`src/rtl/sd_sector_loader.sv`:
```
// sd_sector_loader: streams SD sectors byte-by-byte into 32-bit little-endian words
// and writes them to a word-addressed memory port with valid/ready handshaking.
module sd_sector_loader #(
    parameter int          AddrWidth     = 21,
    parameter int unsigned TimeoutCycles = 16_000_000
) (
    input  logic                 clk_i,
    input  logic                 rst_i,
    input  logic                 start_i,
    input  logic [31:0]          start_sector_i,
    input  logic [15:0]          sector_count_i,
    input  logic [AddrWidth-1:0] dest_addr_i,
    output logic                 busy_o,
    output logic                 done_o,
    output logic                 error_o,
    output logic [1:0]           sd_cmd_o,
    output logic [31:0]          sd_sector_o,
    input  logic [7:0]           sd_data_i,
    input  logic                 sd_busy_i,
    output logic [AddrWidth-1:0] mem_addr_o,
    output logic [31:0]          mem_data_o,
    output logic                 mem_valid_o,
    input  logic                 mem_ready_i
);
    typedef enum logic [3:0] {
        IDLE, WAIT_CARD, ISSUE_READ, WAIT_RISE, WAIT_READ, FETCH,
        CAPTURE, WRITE, NEXT_SECTOR, DONE, ERROR
    } state_t;

    state_t               r_state, w_next;
    logic [31:0]          r_sector, r_word, r_timer;
    logic [15:0]          r_count;
    logic [AddrWidth-1:0] r_dest;
    logic [8:0]           r_bytes;
    logic                 r_error;
    logic                 w_timeout;

    assign w_timeout   = r_timer == TimeoutCycles - 1;
    assign error_o     = r_error;
    assign sd_sector_o = r_sector;
    assign mem_addr_o  = r_dest;
    assign mem_data_o  = r_word;

    always_comb begin
        w_next      = r_state;
        busy_o      = !(r_state inside {IDLE, DONE, ERROR});
        done_o      = r_state == DONE || r_state == ERROR;
        sd_cmd_o    = r_state == ISSUE_READ ? 2'd1 : r_state == FETCH ? 2'd2 : 2'd0;
        mem_valid_o = r_state == WRITE;
        case (r_state)
            IDLE:        if (start_i) w_next = sector_count_i == 16'd0 ? DONE : WAIT_CARD;
            WAIT_CARD:   w_next = !sd_busy_i ? ISSUE_READ : w_timeout ? ERROR : WAIT_CARD;
            ISSUE_READ:  w_next = WAIT_RISE;
            WAIT_RISE:   w_next = WAIT_READ;
            WAIT_READ:   w_next = !sd_busy_i ? FETCH : w_timeout ? ERROR : WAIT_READ;
            FETCH:       w_next = CAPTURE;
            CAPTURE:     w_next = r_bytes[1:0] == 2'd3 ? WRITE : FETCH;
            // A byte counter back at zero means all 512 bytes of the sector are written
            WRITE:       if (mem_ready_i) w_next = r_bytes == 9'd0 ? NEXT_SECTOR : FETCH;
            NEXT_SECTOR: w_next = r_count == 16'd1 ? DONE : ISSUE_READ;
            default:     w_next = IDLE;
        endcase
    end

    always_ff @(posedge clk_i) begin
        if (rst_i) begin
            r_state  <= IDLE;
            r_sector <= '0;
            r_word   <= '0;
            r_timer  <= '0;
            r_count  <= '0;
            r_dest   <= '0;
            r_bytes  <= '0;
            r_error  <= 1'b0;
        end else begin
            r_state <= w_next;
            r_timer <= (r_state == WAIT_CARD || r_state == WAIT_READ) ? r_timer + 32'd1 : '0;
            if (r_state == IDLE && start_i && sector_count_i != 16'd0) begin
                r_sector <= start_sector_i;
                r_count  <= sector_count_i;
                r_dest   <= dest_addr_i;
                r_error  <= 1'b0;
            end
            if (w_next == ERROR)
                r_error <= 1'b1;
            if (r_state == WAIT_READ)
                r_bytes <= '0;
            if (r_state == CAPTURE) begin
                r_word  <= {sd_data_i, r_word[31:8]};
                r_bytes <= r_bytes + 9'd1;
            end
            if (r_state == WRITE && mem_ready_i)
                r_dest <= r_dest + AddrWidth'(1);
            if (r_state == NEXT_SECTOR) begin
                r_count  <= r_count - 16'd1;
                r_sector <= r_sector + 32'd1;
            end
        end
    end
endmodule

```
`config.mk`:
```
export PLATFORM = sky130hd
export DESIGN_NAME = sd_sector_loader
export DESIGN_NICKNAME = d
export VERILOG_FILES = /design/src/rtl/sd_sector_loader.sv
export SDC_FILE = /design/constraint.sdc
export NUM_CORES = 1
export LEC_CHECK = 0
export ABC_AREA = 1
export CAP_MARGIN = 20
export CORE_MARGIN = 2
export CORE_UTILIZATION = 45
export DETAILED_ROUTE_END_ITERATION = 16
export GPL_ROUTABILITY_DRIVEN = 0
export PLACE_DENSITY = 0.74
export SLEW_MARGIN = 20
export SYNTH_ARGS = -nofsm -noshare
export SYNTH_HDL_FRONTEND = slang
export SYNTH_SLANG_ARGS = --single-unit
export TNS_END_PERCENT = 50
```
`constraint.sdc`:
```
create_clock -name clk_i -period 1.35 [get_ports clk_i]
set_input_delay 0.135 -clock clk_i [delete_from_list [all_inputs] [get_ports clk_i]]
set_output_delay 0.135 -clock clk_i [all_outputs]
set_load 0.01 [all_outputs]
```
==> metrics list <==
- Result of the run: finished, violations left
- Failing checks: negative setup slack
* Post-layout total power: 13.4 mW
* Chain of cells forming the critical path: nand2_1, nor2_2, nand2_1, o21ai_0, nand3_1, nand2_1, a21oi_1
- Post-route design area: 14,500 µm²
- Overall track demand over capacity in global routing: 0.312
- The clock net in this run drives a total of 147 sinks.
* Average via count per standard cell: 5.65
- Total of buffers placed on input and output ports: 172
- The worst pin sits at a relative slew slack of 0.710.
* Clock latency at the later pin of the worst-skew pair: 0.44 ns
* Clock-pin slew of the registers on the worst-case setup and hold paths: 0.08 ns
- Counting along the longest clock path gives a buffer depth of 2.
- Starting Density: 0.461
- Net switching power figure: 4.59 mW
- Post-synthesis adder-cell area fraction: 0.0101
- The share of total power dissipated in the clock network is 0.372.
- Flip-flop cell with the highest count after synthesis: sky130_fd_sc_hd__dfxtp_1
- In this run the cell area of the synthesized design comes to 8660 µm².
- Core region area: 18,800 µm²
- H-tree depth reported by CTS: 4
- Dividing the final minimum period by the clock period gives 1.29.
- End of the critical path: mem_addr_o[15]
- Count of flip-flops with a built-in enable after synthesis: 0
- Count of placed standard cells in the final layout, fillers left out: 2,081
* Die Outline Area: 20,400 µm²
- Commonest cells in the synthesized netlist: sky130_fd_sc_hd__nand2_1, sky130_fd_sc_hd__nor2_1, sky130_fd_sc_hd__dfxtp_1, sky130_fd_sc_hd__inv_1, sky130_fd_sc_hd__nand3_1
* Most common cell in the netlist: sky130_fd_sc_hd__nand2_1
* Clock tree skew after final layout: 0.0113 ns
- Combined buffer and inverter count along the critical path: 0
* Async SR Flop Fraction: 0
* Internal power: 8.86 mW
- Fraction of power spent switching nets: 0.341
- Placement Setup Slack: -0.504 ns
* CP max FO: 4
* Core Rows: 50
- Dividing the detail-routed wire length by the instance count gives 17.6 µm.
* Min Tclk post-route: 1.74 ns
* Cell type with the highest aggregate area in the netlist: sky130_fd_sc_hd__dfxtp_1
- The worst setup path is launched from a register.
* Hold path startpoint: rst_i
- Of the total synthesized cell area, the portion taken by XOR and XNOR cells is 0.0121.
- In this run, distinct cell masters in the synthesized netlist total 44.
* Number of placed I/O pins: 173
- Total number of cells along the worst setup path: 7
- Wire length of the first global-routing pass: 51,100 µm
- Number of endpoints with negative hold slack in the final report: 0
* Count of synthesis-stage warnings from yosys: 0
- For this run, the register share of the synthesized area comes to 0.340.
* Required arrival time at the worst endpoint: 1.66 ns
* Number of global-route vias before repair: 10,839
* Leading post-synthesis cells by cell area: sky130_fd_sc_hd__dfxtp_1, sky130_fd_sc_hd__nand2_1, sky130_fd_sc_hd__nor2_1, sky130_fd_sc_hd__inv_1, sky130_fd_sc_hd__nand3_1
* Fraction of layout instances using a drive strength above 1: 0.323
- Total wire length after detailed routing: 36,700 µm
- Maximum number of pins on one net before global-route repair: 61
- Tightest Hold Check Type: input port to register
- Type of the worst setup path: register to register
* Largest delay contributor family on the critical path: simple AND/OR/NAND/NOR gates
- Dominant combinational cell family by area after synthesis: simple AND/OR/NAND/NOR gates
* Cell count after placement: 2,011
- TritonCTS built the clock tree.
- Buffers inserted during clock tree synthesis total 17.
- Synthesis produced a netlist whose cell count is 1,427.
* Peak supply drop: 0.991 mV
- The placed instances occupy a cell area of 12,400 µm².
- Minimum setup slack among reg-to-reg paths: -0.39 ns
- Final HPWL DP: 21,700 µm
* Crit path largest cell delay: 0.38 ns
- Compound-Gate Fraction of Synth Area: 0.130
- In this run the horizontal extent of the chip is 143 µm.
- Number of antenna violations at the first check in global routing: 0
- Part of the total power dissipated in combinational logic: 0.270
- Max-slew violation count: 0
- Of the total power, registers draw 0.358.
- Setup violations remaining at the end of the flow were counted as 149.
- Synthesized netlist net count: 1,516
* Multiplexer area fraction after synthesis: 0
- Worst setup path start: mem_addr_o[1]
- Summed over all cells, the static leakage comes to 6.36 nW.
* Max-cap check violation count: 0
- Final ANT Viol Nets: 0
- The worst setup path is captured at a register.
- Each instance of the synthesized netlist takes up on average 6.07 µm².
- Synth Area in Simple Gates: 0.415
* DRC errors left: 0
- Data arrival time of the critical path: 2.04 ns
- In this design, the critical path's most frequently occurring cell is sky130_fd_sc_hd__nand2_1.
- Top achievable clock speed: 576 MHz
* Number of DRC violations after detailed-routing iteration 0: 1,077
- The worst register-to-register path begins at mem_addr_o[1].
- Area share of the leading cell type in the synthesized netlist: 0.340
* Growth of design area from synthesis to finish: 67.0%
- Total grt overflow: 0
- Clock root buffer master: sky130_fd_sc_hd__clkbuf_16
- Total iterations of the first detailed-routing run: 6
- Standard cell with the maximum stage delay on the critical path: sky130_fd_sc_hd__dfxtp_4
- For this run, the post-layout net count is 1,922.
- For this run, the share of the core covered by cells in the final layout is 0.771.
* Smallest setup slack after layout: -0.387 ns
* Unrepaired setup endpoints after global routing: true
- Flops & latches, synth: 147
- Pwr/cell area: 930 nW/µm²
- Slew @ Worst Pin: 0.433 ns
- The worst register-to-register path ends at mem_addr_o[15].
* Height of the die: 143 µm
- Via total after detailed routing: 11,764
- Measured in cells, the most critical reg-to-reg path has a length of 7.
-- what timing repair did --
item	CTS	global route
endpoints found under the setup margin	232	184
pin swaps	27	59
resized for setup	325	218
setup buffers	12	21
cloned	8	3
hold buffers	0	0
-- sequential cells by signal, indices dropped and copies added (netlist names) --
register / count
error_o: 1
mem_addr_o: 21
mem_data_o: 32
r_bytes: 9
r_count: 16
r_state: 4
r_timer: 32
sd_sector_o: 32
-- per-layer routing --
layer	vias up	global-route usage	routed length [µm]
met1	5359	0.362	13200
met2	800	0.543	17600
met3	224	0.0714	3630
li1	5381	-	-
met5	-	0	0
met4	0	0.147	2190
-- metrics by stage --
step / setup TNS, ns / hold slack (ns)
after global routing: -33.61 / 0.209
final: -24.43 / 0.211
after detailed placement: -34.80 / 0.447
after CTS: -10.95 / 0.191
after floorplan: -0.0283 / 0.270
after global placement: -29.85 / 0.442
-- layout make-up --
| class | count | area (µm²) |
|---|---|---|
| diodes | 1 | 2.50 |
| clock buffers | 17 | 425 |
| clock inverters | 15 | 194 |
| fillers | 1235 | 4310 |
| inverters | 153 | 624 |
| multi-input cells | 1082 | 5840 |
| flip-flops and latches | 147 | 3040 |
| well taps | 234 | 293 |
| repair buffers | 432 | 4050 |
-- cells in the final DEF (no fill, tap or decap), types with 22 or more instances in the layout --
cell type,n
sky130_fd_sc_hd__a21oi_1,64
sky130_fd_sc_hd__nor2_2,35
sky130_fd_sc_hd__nand3_1,79
sky130_fd_sc_hd__clkdlybuf4s15_1,22
sky130_fd_sc_hd__nand2_1,346
sky130_fd_sc_hd__o21ai_0,45
sky130_fd_sc_hd__clkdlybuf4s50_1,80
sky130_fd_sc_hd__buf_4,203
sky130_fd_sc_hd__dlygate4sd2_1,56
sky130_fd_sc_hd__inv_1,132
sky130_fd_sc_hd__nand2_2,35
sky130_fd_sc_hd__o21ai_1,28
sky130_fd_sc_hd__buf_6,35
sky130_fd_sc_hd__nor2_4,22
sky130_fd_sc_hd__nor2_1,223
sky130_fd_sc_hd__a21oi_2,28
sky130_fd_sc_hd__dfxtp_2,48
sky130_fd_sc_hd__dfxtp_1,89
-- worst min-delay path by stage --
stage / end / slack (ns) / cells after the start
2_1_floorplan: mem_data_o[31] / 0.27 / 2
3_3_place_gp: r_bytes[7] / 0.44 / 1
3_5_place_dp: r_bytes[7] / 0.45 / 1
4_1_cts: sd_sector_o[31] / 0.19 / 3
5_1_grt: mem_addr_o[8] / 0.21 / 3
6_report: sd_sector_o[31] / 0.21 / 3
-- kinds of logic after synthesis --
| family | Yosys count |
|---|---|
| XOR/XNOR | 12 |
| buffers and inverters | 199 |
| AO/OA/AOI/OAI | 211 |
| AND/OR/NAND/NOR | 851 |
| adder cells (fa/ha/maj) | 7 |
| flip-flops | 147 |
-- worst min-delay path, cell delays in order --
cell                      delay (ns)
sky130_fd_sc_hd__buf_2          0.13
sky130_fd_sc_hd__buf_12         0.21
sky130_fd_sc_hd__a21oi_2        0.13
-- power groups by stage --
| stage | combinational (mW) | clock [mW] | sequential (mW) |
|---|---|---|---|
| floorplan | 1.10 | 0 | 4.95 |
| global placement | 2.72 | 0 | 4.85 |
| detailed placement | 2.77 | 0 | 4.85 |
| CTS | 3.19 | 5.00 | 4.78 |
| global route | 3.83 | 5.22 | 4.83 |
| finish | 3.64 | 5.00 | 4.81 |
No activity file was read; power rests on OpenSTA's default activity.
